## config.mk

```make
export PLATFORM = sky130hd
export DESIGN_NAME = tlp_dw_fifo_flat
export DESIGN_NICKNAME = d
export VERILOG_FILES = /design/src/rtl/tlp_dw_fifo_pkg.sv /design/src/rtl/tlp_dw_fifo_if.sv /design/src/rtl/tlp_dw_fifo_up_down_counter.sv /design/src/rtl/tlp_dw_fifo.sv /design/src/flat_wrapper.sv
export SDC_FILE = /design/constraint.sdc
export NUM_CORES = 1
export LEC_CHECK = 0
export ABC_AREA = 1
export BUFFER_PORTS_ARGS = -buffer_cell sky130_fd_sc_hd__buf_2
export CAP_MARGIN = 25
export CORE_MARGIN = 2
export CORE_UTILIZATION = 61
export CTS_CLUSTER_DIAMETER = 120
export DETAILED_ROUTE_END_ITERATION = 6
export PLACE_DENSITY = 0.85
export SLEW_MARGIN = 20
export SYNTH_ARGS = -nofsm -noshare
export SYNTH_HDL_FRONTEND = slang
export SYNTH_HIERARCHICAL = 1
export SYNTH_SLANG_ARGS = --single-unit
```

## constraint.sdc

```tcl
create_clock -name clk -period 7.15 [get_ports clk]
set_input_delay 1.43 -clock clk [delete_from_list [all_inputs] [get_ports clk]]
set_output_delay 1.43 -clock clk [all_outputs]
set_load 0.005 [all_outputs]
```

## src/rtl/tlp_dw_fifo_pkg.sv

```systemverilog
// rtl/tlp_dw_fifo_pkg.sv - shared TLP constants for the DW FIFO
package tlp_dw_fifo_pkg;

  localparam int TLP_DW_WIDTH = 32;

endpackage

```

## src/rtl/tlp_dw_fifo_if.sv

```systemverilog
// rtl/tlp_dw_fifo_if.sv - write/read handshake and status bundle for the DW FIFO
interface tlp_dw_fifo_if
  import tlp_dw_fifo_pkg::*;
#(
  parameter int WIDTH = TLP_DW_WIDTH,
  parameter int AW    = 4
);

  logic             wr_en;
  logic [WIDTH-1:0] wr_data;
  logic             rd_en;
  logic [WIDTH-1:0] rd_data;
  logic             rd_valid;
  logic             full;
  logic             empty;
  logic [AW:0]      count;
  logic             overflow;
  logic             underflow;

  modport master (
    output wr_en, wr_data, rd_en,
    input  rd_data, rd_valid, full, empty, count, overflow, underflow
  );

  modport slave (
    input  wr_en, wr_data, rd_en,
    output rd_data, rd_valid, full, empty, count, overflow, underflow
  );

endinterface

```

## src/rtl/tlp_dw_fifo_up_down_counter.sv

```systemverilog
// rtl/tlp_dw_fifo_up_down_counter.sv - enable/direction occupancy counter
module up_down_counter #(
  parameter int WIDTH = 5
) (
  input  logic             clk,
  input  logic             reset,
  input  logic             en,
  input  logic             up,
  output logic [WIDTH-1:0] count
);

  always_ff @(posedge clk or negedge reset) begin
    if (!reset) begin
      count <= '0;
    end else if (en) begin
      count <= up ? count + 1'b1 : count - 1'b1;
    end
  end

endmodule

```

## src/rtl/tlp_dw_fifo.sv

```systemverilog
// rtl/tlp_dw_fifo.sv - single-clock DW FIFO with registered read and sticky error flags
module tlp_dw_fifo
  import tlp_dw_fifo_pkg::*;
#(
  parameter int WIDTH = TLP_DW_WIDTH,
  parameter int DEPTH = 16,
  parameter int AW    = 4
) (
  input  logic          clk,
  input  logic          reset,
  tlp_dw_fifo_if.slave  fifo
);

  logic [WIDTH-1:0] mem [DEPTH];
  logic [AW-1:0]    wr_ptr;
  logic [AW-1:0]    rd_ptr;
  logic [AW:0]      occ;
  logic [WIDTH-1:0] rd_data_q;
  logic             rd_valid_q;
  logic             overflow_q;
  logic             underflow_q;
  logic             full;
  logic             empty;
  logic             wr_acc;
  logic             rd_acc;

  // Status comes only from the registered occupancy so it never glitches with requests
  assign full   = (occ == (AW+1)'(DEPTH));
  assign empty  = (occ == '0);
  assign wr_acc = fifo.wr_en & ~full;
  assign rd_acc = fifo.rd_en & ~empty;

  up_down_counter #(
    .WIDTH (AW + 1)
  ) u_occ (
    .clk   (clk),
    .reset (reset),
    .en    (wr_acc ^ rd_acc),
    .up    (wr_acc),
    .count (occ)
  );

  always_ff @(posedge clk) begin
    if (wr_acc) begin
      mem[wr_ptr] <= fifo.wr_data;
    end
  end

  always_ff @(posedge clk or negedge reset) begin
    if (!reset) begin
      wr_ptr      <= '0;
      rd_ptr      <= '0;
      rd_data_q   <= '0;
      rd_valid_q  <= 1'b0;
      overflow_q  <= 1'b0;
      underflow_q <= 1'b0;
    end else begin
      rd_valid_q <= rd_acc;
      if (wr_acc) begin
        wr_ptr <= wr_ptr + 1'b1;
      end
      if (rd_acc) begin
        rd_data_q <= mem[rd_ptr];
        rd_ptr    <= rd_ptr + 1'b1;
      end
      if (fifo.wr_en && full) begin
        overflow_q <= 1'b1;
      end
      if (fifo.rd_en && empty) begin
        underflow_q <= 1'b1;
      end
    end
  end

  assign fifo.rd_data   = rd_data_q;
  assign fifo.rd_valid  = rd_valid_q;
  assign fifo.full      = full;
  assign fifo.empty     = empty;
  assign fifo.count     = occ;
  assign fifo.overflow  = overflow_q;
  assign fifo.underflow = underflow_q;

endmodule

```

## src/flat_wrapper.sv

```systemverilog
// flat-port wrapper written by rule: the top's interface ports become plain ports
module tlp_dw_fifo_flat import tlp_dw_fifo_pkg::*;
#(
  parameter int WIDTH = TLP_DW_WIDTH,
  parameter int DEPTH = 16,
  parameter int AW    = 4
)
  (clk, reset, fifo_wr_en, fifo_wr_data, fifo_rd_en, fifo_rd_data, fifo_rd_valid, fifo_full, fifo_empty, fifo_count, fifo_overflow, fifo_underflow);
  tlp_dw_fifo_if #(.WIDTH(WIDTH), .AW(AW)) fifo_i ();
  input  logic clk;
  input  logic reset;
  input wire logic [$bits(fifo_i.wr_en)-1:0] fifo_wr_en;
  input wire logic [$bits(fifo_i.wr_data)-1:0] fifo_wr_data;
  input wire logic [$bits(fifo_i.rd_en)-1:0] fifo_rd_en;
  output wire logic [$bits(fifo_i.rd_data)-1:0] fifo_rd_data;
  output wire logic [$bits(fifo_i.rd_valid)-1:0] fifo_rd_valid;
  output wire logic [$bits(fifo_i.full)-1:0] fifo_full;
  output wire logic [$bits(fifo_i.empty)-1:0] fifo_empty;
  output wire logic [$bits(fifo_i.count)-1:0] fifo_count;
  output wire logic [$bits(fifo_i.overflow)-1:0] fifo_overflow;
  output wire logic [$bits(fifo_i.underflow)-1:0] fifo_underflow;
  assign fifo_i.wr_en = fifo_wr_en;
  assign fifo_i.wr_data = fifo_wr_data;
  assign fifo_i.rd_en = fifo_rd_en;
  assign fifo_rd_data = fifo_i.rd_data;
  assign fifo_rd_valid = fifo_i.rd_valid;
  assign fifo_full = fifo_i.full;
  assign fifo_empty = fifo_i.empty;
  assign fifo_count = fifo_i.count;
  assign fifo_overflow = fifo_i.overflow;
  assign fifo_underflow = fifo_i.underflow;
  tlp_dw_fifo #(.WIDTH(WIDTH), .DEPTH(DEPTH), .AW(AW)) u_core (.clk(clk), .reset(reset), .fifo(fifo_i));
endmodule
```

**Word level (Yosys, flattened, before mapping)**

Memories as Yosys holds them, arrays and structs flattened. A register that Yosys moved wholly into a read port is not among the register bits.
Index checks and enable logic that the tools add are counted.

- Bits in registers: 16
- RAM bits: 512
- Output and inout bits: 42
- Memories kept: 1

- $add $sub $neg: 4
- Equal/unequal tests: 1
- Mux-type cells: 3
- Bitwise gates (word level): 5
- Reductions and logical operators: 4

Memory list:

| memory | depth | width | read ports | clocked after Yosys merged registers in | wr ports | line | source |
|---|---|---|---|---|---|---|---|
| u_core.mem | 16 | 32 | 1 | 1 | 1 | tlp_dw_fifo.sv:14 | `logic [WIDTH-1:0] mem [DEPTH];` |

Operators by type and width:

| cell | number |
|---|---|
| 4-bit by 1-bit adder with 4-bit output (second input constant) | 2 |
| 5-bit by 1-bit adder with 5-bit output (second input constant) | 1 |
| 5-bit equality test (second input constant) | 1 |
| 5-bit zero test | 1 |
| 5-bit 2-to-1 mux | 1 |
| 5-bit by 1-bit subtractor with 5-bit output (second input constant) | 1 |
| 1-bit AND | 2 |
| 1-bit logical AND | 2 |
| 1-bit 2-to-1 mux | 2 |
| 1-bit inverter | 2 |
| 1-bit zero test | 1 |
| 1-bit bitwise XOR | 1 |

**Longest topological paths before layout**

Gate-level depths: netlist (run 1).

- Depth in word-level cells: 5
- Gate-level depth with buffers: 14

**Modules after synthesis**

Netlist (run 1), hierarchy kept.

By module, submodules not included:

| module | instances | cells each | area an instance (µm²) | sequential area each (µm²) |
|---|---|---|---|---|
| tlp_dw_fifo | 1 | 1,890 | 22,510.3 | 16,450.8 |
| up_down_counter | 1 | 45 | 334.1 | 125.1 |

**Worst setup path before layout (run 1)**

OpenSTA, ideal clock, no wires.

- Path type: input port to flip-flop
- From: input port fifo_wr_en
- To: memory u_core/mem[10][0] (netlist bit) (enable)
- Library setup time: 461 ps
- Data arrival time: 3,902 ps
- Data required time: 6,689 ps
- Setup slack: 2,787 ps
- Stages: 3
- Path buffers: 1
- Cell sequence: nand2_2 buf_2 nor3_1

- Cells in the longest elaborated chain, start to end: 3

RTL lines:

| item | line | source |
|---|---|---|
| from (decl) | flat_wrapper.sv:12 | `input wire logic [$bits(fifo_i.wr_en)-1:0] fifo_wr_en;` |
| 1-bit AND | tlp_dw_fifo.sv:30 | `assign wr_acc = fifo.wr_en & ~full;` |
| 1-bit 2-to-1 mux | tlp_dw_fifo.sv:44 | `if (wr_acc) begin` |
| 1-bit 2-to-1 mux (not written as such) | tlp_dw_fifo.sv:45 | `mem[wr_ptr] <= fifo.wr_data;` |
| to (decl) | tlp_dw_fifo.sv:14 |  |

No other way between the ends.

==> results.json, run 1 <==
{
  "cts_resized": 0,
  "ctsLongestPathBuffers": 3,
  "grt_pass1_vias": 15300,
  "end_kind": "flop",
  "ys.warnings.count": 6,
  "critPathRequiredTime_ns": 7.67,
  "via_per_inst": 6.11,
  "drcViolationCount": 1,
  "syn_nets": 1980,
  "met1_usage": 0.352,
  "wl_um": 53400,
  "syn-cell-area_um2": 22800,
  "root_buffer": "clkbuf_16",
  "p_per_area_nw_per_um2": 411,
  "synthCells": 1935,
  "synth_seq_cells": 560,
  "fillers": 2389,
  "holdBufCountCts": 0,
  "cts_setup_buffers": 0,
  "skew_ns": 0.0169,
  "postSynthAreaPerCell_um2": 11.8,
  "drtIter0Drc": 1728,
  "crit_arrival_ns": 3.98,
  "peakVddDrop_mv": 0.291,
  "dp_slack_ns": 3.51,
  "numCtsBuffers": 52,
  "use_met2": 0.471,
  "path_max_fanout": 159,
  "status": "finished, violations left",
  "cts_tree": "yes",
  "multi_input_area_um2": 5420,
  "clk_pin_slew_worst_paths_ns": 0.06,
  "pin_count": 78,
  "grt_pass1_wl_um": 82100,
  "period_share": 0.485,
  "grt_use_met3": 0.0376,
  "vias": 15200,
  "drtAntennaViolNets": 0,
  "seqCellArea_um2": 16600,
  "finalNonFillerCells": 2489,
  "grt_max_degree": 160,
  "hold_viol_final": 0,
  "die_w_um": 198,
  "diodes": 0,
  "min_period_ns": 3.47,
  "worstSkewPairLatency_ns": 0.58,
  "port_buffers": 77,
  "fmax_ghz": 0.288,
  "antenna_found_initial": 0,
  "track_usage": 0.277,
  "p_leak_nw": 9.63,
  "grt_overflow_total": 0,
  "relSlewSlack": 0.300,
  "busiest_layer": "met2",
  "setup-violations-final": 0,
  "worstSetupPathType": "flop to flop",
  "first_pass_iters": 7,
  "tns_ns": 0,
  "drv_slew": 0,
  "dieArea_um2": 39000,
  "critPathLaunchType": "flop",
  "dp.cells": 2396,
  "violations": "DRC",
  "nets": 2030,
  "drive_gt1_frac": 0.107,
  "dp_hpwl_um": 28200,
  "die-height_um": 198,
  "rows": 70,
  "initial_utilization": 0.621,
  "gp_congestion": 0.788,
  "worst_slew_pin_slew_ns": 1.05,
  "hold_class": "flop to flop",
  "grt_setup_unrepaired": "no",
  "cts_sinks": 560,
  "postLayoutSetupSlackWorst_ns": 3.68,
  "yosysUniqueCellTypes": 26,
  "core_area_um2": 36800,
  "htreeDepth": 2,
  "maxCapViolations": 0,
  "seq_area_frac_synth": 0.726,
  "wl_per_cell_um": 21.5,
  "fin_util": 0.682,
  "syn_to_final_growth_pct": 9.88
}
[placed cells by master, fill, tap and decap left out, types with 3 or more instances in the layout]
cell	count
nand3_1	390
nor2_1	5
nor2_4	4
nor3_2	11
nand2_1	796
dfrtp_1	45
clkbuf_1	7
buf_4	28
buf_12	3
o21ai_0	5
buf_2	77
clkinvlp_4	3
inv_1	14
xor2_1	8
nand2_2	4
bufinv_16	8
inv_2	4
clkinv_2	9
clkinv_1	9
clkbuf_16	53
ha_1	8
edfxtp_1	512
[layer usage]
layer,vias to the layer above,share of wire
met4,0,0.044
met3,184,0.093
met1,7325,0.36
met2,922,0.50
li1,6771,-
met5,-,0
[flip-flops by register name, summed over array words and instances (netlist names)]
| signal | count |
|---|---|
| u_core/rd_ptr | 4 |
| u_core/wr_ptr | 4 |
| u_core/fifo.rd_valid | 1 |
| u_core/u_occ/count | 5 |
| u_core/fifo.underflow | 1 |
| u_core/fifo.overflow | 1 |
| u_core/mem | 512 |
| u_core/fifo.rd_data | 32 |
[critical path, stage by stage (launching register included)]
cell	delay, ns
dfrtp_4	0.81
inv_8	0.79
buf_4	0.46
buf_16	0.32
nand2_1	0.10
nand3_1	0.11
nand3_1	0.11
nand2_1	0.12
nand2_1	0.09
nand2_1	0.13
nand2_1	0.06
nand2_1	0.10
[power breakdown]
part | internal, W | switching (W)
clock | 0.00164 | 0.00115
sequential | 0.00399 | 0.000305
combinational | 0.000955 | 0.00228
[cell type report]
cell class	instances	area share
clock buffer	60	0.0539
clock inverter	30	0.0142
inverter	21	0.00364
multi-input combinational	1240	0.216
sequential	560	0.661
tap	468	0.0233
timing repair buffer	110	0.0283
[cells in the mapped netlist (all sizes together)]
cell / count / area, µm²
fa: 1 / 20.0
dfrtp: 48 / 1200
nor3: 12 / 60.1
o21ai: 5 / 25.0
clkbuf: 11 / 41.3
nor2: 11 / 46.3
buf: 103 / 816
or2: 2 / 12.5
xor2: 8 / 70.1
edfxtp: 512 / 15400
nand2: 801 / 3020
clkinv: 1 / 3.75
ha: 8 / 100
a21o: 2 / 15.0
nand3: 390 / 1950
inv: 20 / 82.6
[worst paths after layout]
| kind | start | endpoint | slack [ns] | depth (start not counted) |
|---|---|---|---|---|
| setup reg to reg | u_core/rd_ptr[0]$_DFFE_PN0P_ | u_core/fifo.rd_data[4]$_DFFE_PN0P_ | 3.68 | 11 |
| max in group asynchronous | reset | u_core/rd_ptr[0]$_DFFE_PN0P_ | 5.62 | 2 |
| hold / removal | u_core/fifo.underflow$_DFFE_PN0P_ | u_core/fifo.underflow$_DFFE_PN0P_ | 0.45 | 1 |
| min in group asynchronous | reset | u_core/u_occ/count[0]$_DFFE_PN0P_ | 0.98 | 2 |
| setup / recovery | u_core/rd_ptr[0]$_DFFE_PN0P_ | u_core/fifo.rd_data[4]$_DFFE_PN0P_ | 3.68 | 11 |
| hold reg to reg | u_core/fifo.underflow$_DFFE_PN0P_ | u_core/fifo.underflow$_DFFE_PN0P_ | 0.45 | 1 |
[per-stage QoR]
stage / area (µm²) / hold WS (ns) / power, W
6_report: 25100 / 0.454 / 0.0103
4_1_cts: 25000 / 0.454 / 0.0103
5_1_grt: 25100 / 0.465 / 0.0108
3_3_place_gp: 23300 / 0.433 / 0.00731
3_5_place_dp: 23300 / 0.440 / 0.00747
2_1_floorplan: 22800 / 0.451 / 0.00671
[cells by family (layout without fill, tap and decap cells)]
group	Yosys count	in the layout	share of synthesized area
buffers and inverters	135	221	0.0413
adders and majority gates	9	9	0.00526
AOI/OAI and AO/OA	7	7	0.00175
xor gates and xnor gates	8	8	0.00307
DFF	560	560	0.726
and+or+nand+nor	1216	1216	0.223
(Power assumes the default switching activity.)
==> run 2: changes to the inputs <==
==> constraint.sdc (replaced) <==
create_clock -name clk -period 3.3 [get_ports clk]
set_input_delay 0.66 -clock clk [delete_from_list [all_inputs] [get_ports clk]]
set_output_delay 0.66 -clock clk [all_outputs]
set_load 0.005 [all_outputs]
==> results.json, run 2 (same netlist as run 1, synthesis figures left out) <==
{
  "status": "completed",
  "port_buffers": 77,
  "rows": 70,
  "die-height_um": 198,
  "min_period_ns": 2.68,
  "total_power_w": 0.0226,
  "mostFrequentLayoutCell": "nand2_1",
  "via_per_inst": 6.14,
  "holdBufCountCts": 0,
  "syn_to_final_growth_pct": 10.7,
  "grt_setup_unrepaired": "no",
  "gp_congestion": 0.790,
  "worst_slew_pin_slew_ns": 0.985,
  "clk_pin_slew_worst_paths_ns": 0.06,
  "grt_pass1_wl_um": 84200,
  "hold_viol_final": 0,
  "crit_arrival_ns": 2.95,
  "timing.rr.start": "u_core/u_occ/count[0]$_DFFE_PN0P_",
  "worstSkewPairLatency_ns": 0.58,
  "track_usage": 0.285,
  "drive_gt1_frac": 0.115,
  "fillers": 2284,
  "cp_slowest_cell": "nor2_4",
  "initial_utilization": 0.621,
  "cts_setup_buffers": 0,
  "period_share": 0.811,
  "p_per_area_nw_per_um2": 894,
  "dieArea_um2": 39000,
  "relSlewSlack": 0.344,
  "core_area_um2": 36800,
  "largest_reg_flops": 512,
  "setup-violations-final": 0,
  "cts_sinks": 560,
  "grt_max_degree": 136,
  "fin_util": 0.687,
  "crit_path_cell_trace": "nor2_1 -> nand2_1 -> nor2_2 -> inv_1 -> nand2_2 -> inv_2 -> nand2_1 -> nor2_4 -> buf_4",
  "drv_slew": 0,
  "wl_per_cell_um": 21.8,
  "wl_um": 54600,
  "critPathRequiredTime_ns": 3.57,
  "drcViolationCount": 0,
  "htreeDepth": 2,
  "ctsLongestPathBuffers": 3,
  "dp_hpwl_um": 28100,
  "end_kind": "flop",
  "nets": 2043,
  "fmax_ghz": 0.373,
  "critPathLaunchType": "flop",
  "dpl_cell_area_um2": 23500,
  "drtIter0Drc": 2135,
  "vias": 15400,
  "design_area_um2": 25300,
  "worstSetupPathType": "flop to flop",
  "grt_overflow_total": 0,
  "cts_resized": 0,
  "path_max_fanout": 15,
  "hold_ws_ns": 0.0159,
  "antenna_found_initial": 3,
  "numCtsBuffers": 52,
  "layout_common_cells": "796 x nand2_1, 512 x edfxtp_1, 390 x nand3_1, 77 x buf_2, 53 x clkbuf_16",
  "die_w_um": 198,
  "peakVddDrop_mv": 0.809,
  "p_leak_nw": 9.73,
  "drtAntennaViolNets": 0,
  "skew_ns": 0.0132,
  "maxCapViolations": 0,
  "critPathLaunch": "u_core/u_occ/count[0]$_DFFE_PN0P_",
  "grt_pass1_vias": 15500,
  "crit_path_max_incr_delay_ns": 0.54,
  "regMostFlops": "u_core/mem",
  "first_pass_iters": 6,
  "hold_class": "input pin to asynchronous set/reset pin",
  "pin_count": 78,
  "critPathMostFrequentCell": "nand2_1",
  "cts_tree": "yes",
  "root_buffer": "clkbuf_16"
}
-- run 2: cell count changes in the layout (fill, tap and decap cells not counted), sizes merged --
cell	change
buf	+13
bufinv	-2
clkbuf	+5
clkinv	-2
clkinvlp	-1
diode	+2
inv	+4
-- run 2: metal layers --
layer	global-route usage	part of all wire	up-vias
met5	0	0.00022	-
met4	0.159	0.044	2
met3	0.0485	0.11	207
met2	0.478	0.50	1077
met1	0.357	0.34	7321
li1	-	-	6799
-- run 2: worst max-delay path: cells and delay by family (launching register included) --
family / cells / cell delay (ns)
AND/OR/NAND/NOR: 6 / 1.32
flip-flops: 1 / 0.45
buffers and inverters: 3 / 0.59
-- run 2: area by class of cell --
class	instances	area, µm²	share of cell area
Inverter	21	88.8	0.00351
Clock buffer	65	1410	0.0558
Multi-Input combinational cell	1240	5420	0.214
Timing Repair Buffer	123	881	0.0348
Tap cell	468	586	0.0232
Antenna cell	2	5.00	0.000198
Sequential cell	560	16600	0.656
Clock inverter	29	310	0.0123
-- run 2: metrics by stage --
step	std cells	worst slack, ns	setup TNS, ns
detailed placement	2411	0.648	0
CTS	2505	0.639	0
global route	2508	0.481	0
finish	2508	0.622	0
floorplan	1935	-0.322	-112.79
global placement	2411	0.699	0
-- run 2: report_power, final --
part           switching (W)  leakage [nW]  internal, W  total [W]
clock                0.00254         0.845      0.00350    0.00604
combinational        0.00539          3.68      0.00219    0.00758
sequential          0.000330          5.21      0.00865    0.00898
total                0.00827          9.73       0.0143     0.0226
-- run 2: final timing paths --
check	end	slack, ns	cells past startpoint
hold reg to reg	u_core/fifo.overflow$_DFFE_PN0P_	0.46	1
setup / recovery	u_core/mem[7][13]$_DFFE_PP_	0.62	9
setup reg to reg	u_core/mem[7][13]$_DFFE_PP_	0.62	9
max in group asynchronous	u_core/rd_ptr[1]$_DFFE_PN0P_	2.46	3
min in group clk	u_core/fifo.overflow$_DFFE_PN0P_	0.32	2
hold / removal	u_core/fifo.underflow$_DFFE_PN0P_	0.02	1
